`src/rtl/vga_timing_pkg.sv`:
```
// Shared 640x480@60 timing constants and the 12-bit colour type used by the
// timing generator and the upstream rgb mux.
package vga_timing_pkg;

    localparam int unsigned H_ACTIVE_DEF = 640;
    localparam int unsigned H_FP_DEF     = 16;
    localparam int unsigned H_SYNC_DEF   = 96;
    localparam int unsigned H_BP_DEF     = 48;

    localparam int unsigned V_ACTIVE_DEF = 480;
    localparam int unsigned V_FP_DEF     = 10;
    localparam int unsigned V_SYNC_DEF   = 2;
    localparam int unsigned V_BP_DEF     = 33;

    function automatic int unsigned span_total(
        input int unsigned active,
        input int unsigned fp,
        input int unsigned sync,
        input int unsigned bp
    );
        return active + fp + sync + bp;
    endfunction

    localparam int unsigned H_TOTAL_DEF = span_total(H_ACTIVE_DEF, H_FP_DEF, H_SYNC_DEF, H_BP_DEF);
    localparam int unsigned V_TOTAL_DEF = span_total(V_ACTIVE_DEF, V_FP_DEF, V_SYNC_DEF, V_BP_DEF);

    typedef struct packed {
        logic [3:0] r;
        logic [3:0] g;
        logic [3:0] b;
    } color_t;

    localparam color_t COLOR_BLACK = '0;

endpackage

```
`src/rtl/vga_delay_line.sv`:
```
// Clock-enabled shift register with synchronous clear; DEPTH=0 is a plain wire.
module vga_delay_line #(
    parameter int unsigned DEPTH = 1,
    parameter int unsigned WIDTH = 1
) (
    input  logic             clk,
    input  logic             reset,
    input  logic             ce,
    input  logic             clr,
    input  logic [WIDTH-1:0] d,
    output logic [WIDTH-1:0] q
);

    if (DEPTH == 0) begin : g_pass
        assign q = d;
    end else begin : g_shift
        logic [WIDTH-1:0] stage [DEPTH];

        always_ff @(posedge clk or posedge reset) begin
            if (reset) begin
                for (int unsigned i = 0; i < DEPTH; i++) stage[i] <= '0;
            end else if (clr) begin
                for (int unsigned i = 0; i < DEPTH; i++) stage[i] <= '0;
            end else if (ce) begin
                stage[0] <= d;
                for (int unsigned i = 1; i < DEPTH; i++) stage[i] <= stage[i-1];
            end
        end

        assign q = stage[DEPTH-1];
    end

endmodule

```
`src/rtl/vga_timing_gen.sv`:
```
// Pixel-enable divider, h/v counters and sync/colour output stage for the
// VGA pins, with sync and blanking delayed to match upstream colour latency.
module vga_timing_gen
    import vga_timing_pkg::*;
#(
    parameter int unsigned CLK_DIV  = 4,
    parameter int unsigned PIPE     = 1,
    parameter int unsigned H_ACTIVE = H_ACTIVE_DEF,
    parameter int unsigned H_FP     = H_FP_DEF,
    parameter int unsigned H_SYNC   = H_SYNC_DEF,
    parameter int unsigned H_BP     = H_BP_DEF,
    parameter int unsigned V_ACTIVE = V_ACTIVE_DEF,
    parameter int unsigned V_FP     = V_FP_DEF,
    parameter int unsigned V_SYNC   = V_SYNC_DEF,
    parameter int unsigned V_BP     = V_BP_DEF,
    parameter bit          SYNC_POL = 1'b0
) (
    input  logic        clk,
    input  logic        reset,
    input  logic        en,
    input  logic [11:0] rgb_in,
    output logic [9:0]  pixel_x,
    output logic [9:0]  pixel_y,
    output logic        video_on,
    output logic        p_tick,
    output logic        frame_tick,
    output logic        hs,
    output logic        vs,
    output logic [3:0]  r,
    output logic [3:0]  g,
    output logic [3:0]  b
);

    localparam int unsigned H_TOTAL = span_total(H_ACTIVE, H_FP, H_SYNC, H_BP);
    localparam int unsigned V_TOTAL = span_total(V_ACTIVE, V_FP, V_SYNC, V_BP);

    localparam int unsigned DIV_W = (CLK_DIV > 1) ? $clog2(CLK_DIV) : 1;
    localparam logic [DIV_W-1:0] DIV_LAST = DIV_W'(CLK_DIV - 1);

    localparam logic [9:0] H_LAST   = 10'(H_TOTAL - 1);
    localparam logic [9:0] V_LAST   = 10'(V_TOTAL - 1);
    localparam logic [9:0] H_ACT    = 10'(H_ACTIVE);
    localparam logic [9:0] V_ACT    = 10'(V_ACTIVE);
    localparam logic [9:0] HS_FIRST = 10'(H_ACTIVE + H_FP);
    localparam logic [9:0] HS_LAST  = 10'(H_ACTIVE + H_FP + H_SYNC - 1);
    localparam logic [9:0] VS_FIRST = 10'(V_ACTIVE + V_FP);
    localparam logic [9:0] VS_LAST  = 10'(V_ACTIVE + V_FP + V_SYNC - 1);

    localparam logic SYNC_IDLE = ~SYNC_POL;

    logic [DIV_W-1:0] div;
    logic             tick_q;
    logic [9:0]       h;
    logic [9:0]       v;
    logic             line_end;
    logic             frame_end;
    logic             hsync_raw;
    logic             vsync_raw;
    logic [2:0]       dl_d;
    logic [2:0]       dl_q;
    logic             video_on_d;
    logic             hsync_d;
    logic             vsync_d;
    color_t           rgb_q;

    always_ff @(posedge clk or posedge reset) begin
        if (reset) begin
            div    <= '0;
            tick_q <= 1'b0;
        end else if (!en) begin
            div    <= '0;
            tick_q <= 1'b0;
        end else begin
            tick_q <= (div == DIV_LAST);
            div    <= (div == DIV_LAST) ? '0 : div + DIV_W'(1);
        end
    end

    // Gating with en keeps the strobe low in the clk en falls, before the clear lands.
    assign p_tick = tick_q & en;

    assign line_end  = (h == H_LAST);
    assign frame_end = line_end && (v == V_LAST);

    always_ff @(posedge clk or posedge reset) begin
        if (reset) begin
            h <= '0;
            v <= '0;
        end else if (!en) begin
            h <= '0;
            v <= '0;
        end else if (p_tick) begin
            if (line_end) begin
                h <= '0;
                v <= (v == V_LAST) ? '0 : v + 10'd1;
            end else begin
                h <= h + 10'd1;
            end
        end
    end

    // One-clk pulse in the same clk as the wrap, replacing the old (0,0) level tick.
    assign frame_tick = p_tick && frame_end;

    assign pixel_x  = h;
    assign pixel_y  = v;
    assign video_on = en && (h < H_ACT) && (v < V_ACT);

    assign hsync_raw = (h >= HS_FIRST) && (h <= HS_LAST);
    assign vsync_raw = (v >= VS_FIRST) && (v <= VS_LAST);

    assign dl_d = {video_on, hsync_raw, vsync_raw};

    vga_delay_line #(
        .DEPTH (PIPE),
        .WIDTH (3)
    ) u_sync_dly (
        .clk   (clk),
        .reset (reset),
        .ce    (p_tick),
        .clr   (~en),
        .d     (dl_d),
        .q     (dl_q)
    );

    assign {video_on_d, hsync_d, vsync_d} = dl_q;

    always_ff @(posedge clk or posedge reset) begin
        if (reset) begin
            hs    <= SYNC_IDLE;
            vs    <= SYNC_IDLE;
            rgb_q <= COLOR_BLACK;
        end else if (!en) begin
            hs    <= SYNC_IDLE;
            vs    <= SYNC_IDLE;
            rgb_q <= COLOR_BLACK;
        end else if (p_tick) begin
            hs    <= SYNC_POL ? hsync_d : ~hsync_d;
            vs    <= SYNC_POL ? vsync_d : ~vsync_d;
            rgb_q <= video_on_d ? color_t'(rgb_in) : COLOR_BLACK;
        end
    end

    assign r = rgb_q.r;
    assign g = rgb_q.g;
    assign b = rgb_q.b;

endmodule

```
`config.mk`:
```
export PLATFORM = sky130hd
export DESIGN_NAME = vga_timing_gen
export DESIGN_NICKNAME = d
export VERILOG_FILES = /design/src/rtl/vga_timing_pkg.sv /design/src/rtl/vga_delay_line.sv /design/src/rtl/vga_timing_gen.sv
export SDC_FILE = /design/constraint.sdc
export NUM_CORES = 1
export LEC_CHECK = 0
export ABC_AREA = 1
export BUFFER_PORTS_ARGS = -buffer_cell sky130_fd_sc_hd__clkbuf_2
export CAP_MARGIN = 20
export CORE_UTILIZATION = 55
export CTS_CLUSTER_DIAMETER = 40
export DETAILED_ROUTE_END_ITERATION = 10
export PLACE_DENSITY = 0.91
export SLEW_MARGIN = 20
export SYNTH_ARGS = -nofsm -noshare
export SYNTH_HDL_FRONTEND = slang
export SYNTH_HIERARCHICAL = 1
export SYNTH_SLANG_ARGS = --single-unit
```
`constraint.sdc`:
```
create_clock -name clk -period 2.6 [get_ports clk]
set_clock_uncertainty 0.2 [all_clocks]
set_input_delay 0.26 -clock clk [delete_from_list [all_inputs] [get_ports clk]]
set_output_delay 0.26 -clock clk [all_outputs]
set_load 0.05 [all_outputs]
```
==> flow_summary.toml <==
[run_status]
status = "completed"

[global_route]
antenna_found_initial = 0
overflow = 0
grt_usage_pct = 26.54
grt_max_degree = 38
grt_pass1_wl_um = 8535
grt_pass1_vias = 1829

[setup_path]
critical_path_class = "register to output pin"
required_ns = 2.14
rrSetupSlack_ns = 0.91
r2r-end = "pixel_x[9]"
critical_path.max_fanout = 6
r2r-start = "pixel_x[0]"
end_kind = "output pin"
arrival_ns = 1.82
rr_worst_depth = 8
cp-start-kind = "register"

[power]
clkPwrFrac_pct = 41.5
power.total_mw = 1.227
p_int_mw = 0.9340
seqPwrFrac_pct = 51.6
power.density_nw_per_um2 = 471.3
p_sw_share_pct = 23.85
power.leakage_nw = 1.367
combPwrFrac_pct = 6.9
peakVddDrop_mv = 0.4729
power_switching_mw = 0.2925

[cells_and_area]
ff_latch_area_um2 = 1003
layout_commonest_cell = "nand2_1"
mostFrequentLayoutCells = "nand2_1 (57), clkbuf_2 (51), dfrtp_1 (38)"
num_antenna_cells = 0
drive_gt1_share_pct = 26.58
area_delta_synth_final_pct = 18.65
finalNetCount = 335
layout.cells.non_filler = 364
final_cell_area_um2 = 2603
multi_input_area_um2 = 1005
fillers = 305
fin_util_pct = 69.52

[logic_synthesis]
netlist.area_leader.share_pct = 43.35
synth-seq-cells = 40
synthesis.area_um2 = 2193
synth-edff-count = 0
synth_async_sr_flop_share_pct = 100.0
syn_avg_cell_area_um2 = 8.340
synth_cells = 263
synth_warnings = 6
ys_seq_area_share_pct = 45.75
synthFlopType = "dfrtp_1"
synth_nets = 283
ys_types = 34
synth.area.top_cells = "dfrtp_1 (43%), nand2_1 (9.8%), nand3_1 (6.4%), inv_1 (5.8%), a32o_1 (5.5%)"
synth_top_area_cell = "dfrtp_1"

[timing]
max_slew_margin_pct = 66.36
finalHoldViolCount = 0
holdWs_ns = 0.01641
final_max_slew_viol_count = 0
rsz0062_at_grt = "no"
min_period_over_period_pct = 87.80
period_needed_ns = 2.283
worstMarginPinSlew_ns = 0.5046
tns_ns = 0
setup_viol = 0
setup_ws_ns = 0.3172
fmax_mhz = 438.1

[routing]
drt_iter0_drc = 172
dr_wl_met3_um = 237
vias = 1974
vias_per_cell = 5.423
top_layer = "met4"
drc = 0
drtPass1Iterations = 4
avgRoutedWirePerCell_um = 14.18
wirelength_um = 5162
wl_met2_um = 2678
ant_nets = 0
wl_met1_um = 2198

[clock_network]
max-clock-path-buffers = 2
clkSlewWorstSetupHoldPaths_ns = 0.08
clock_sinks = 40
worstSkewPairLatency_ns = 0.30
cts_root_buffer = "clkbuf_8"
h-tree-depth = 2
cts_tree = "yes"
cts.repair.resized = 0
cts_made_buffers = 5

[placement]
dp_cells = 355
dp_hpwl_um = 3760
pre_cts_slack_ns = 0.6537
gp_congestion = 0.9161
place_area_um2 = 2481
port_buffers = 51

[floorplan]
dieArea_um2 = 4245
initial_utilization_pct = 58.59
die_x_um = 65.15
core-area_um2 = 3744
io_pins = 52
rows = 22
dieHeight_um = 65.15

[min_path]
whs_endpoint = "r[2]"
min_path_type = "input pin to register"
hp-start = "rgb_in[10]"
hold_depth = 2

[run]
max-cap-violations = 0
critical path, stage by stage (launching register included):
cell	delay [ns]
dfrtp_1	0.43
ha_1	0.20
nand2_2	0.10
nor2_8	0.15
nand3_2	0.14
nor3_2	0.20
clkbuf_2	0.30
power groups by stage:
stage / Clock, mW / Sequential, mW / Combinational, mW
final: 0.509 / 0.633 / 0.0844
after global routing: 0.546 / 0.634 / 0.0935
after CTS: 0.514 / 0.633 / 0.0849
after detailed placement: 0 / 0.645 / 0.0838
after global placement: 0 / 0.644 / 0.0814
after floorplan: 0 / 0.652 / 0.0488
worst max-delay path by stage:
stage                           from         end  slack, ns  cells past startpoint
final                     pixel_x[0]  frame_tick       0.32                      6
after detailed placement  pixel_x[0]  frame_tick       0.65                      6
after global routing      pixel_x[0]  frame_tick       0.19                      6
after CTS                 pixel_x[0]  frame_tick       0.32                      6
after floorplan           pixel_x[0]  frame_tick       0.15                      5
after global placement    pixel_x[0]  frame_tick       0.69                      6
Yosys cell counts (all sizes together) (4+ instances only):
| cell type | number |
|---|---|
| ha | 5 |
| nor2 | 26 |
| nand2 | 63 |
| dfrtp | 38 |
| inv | 37 |
| buf | 7 |
| a32o | 12 |
| o21ai | 12 |
| nand4 | 5 |
| nand3 | 30 |
| a21oi | 4 |
| nor3 | 8 |
layout make-up:
cell class	count	share of cell area [%]
Clock buffer	5	2.644
Clock inverter	3	1.635
Inverter	38	5.481
Multi-Input combinational cell	176	38.61
Sequential cell	40	38.56
Tap cell	48	2.308
Timing Repair Buffer	54	10.77
registers in the layout (all words and copies together), names as in the netlist:
register	count
pixel_y	10
u_sync_dly/q	3
hs	1
tick_q	1
g	4
div	2
r	4
pixel_x	10
vs	1
b	4
cell families after synthesis:
logic type | share of synthesized area, %
buf+inv | 8.899
flops | 45.75
xor+xnor | 1.598
compound gates | 10.10
fa+ha+maj | 2.852
simple gates | 30.80
what timing repair did:
item,CTS,global route
hold endpoints to repair,38,0
hold buffers,1,0
buffers inserted,0,0
metal layers:
metal  track usage [%]  up-vias
met5                 0        -
met4             8.967        0
met3             4.861        5
met2             45.70       64
met1             33.56      935
li1                  -      970
Power figures use the tool's default switching activity.
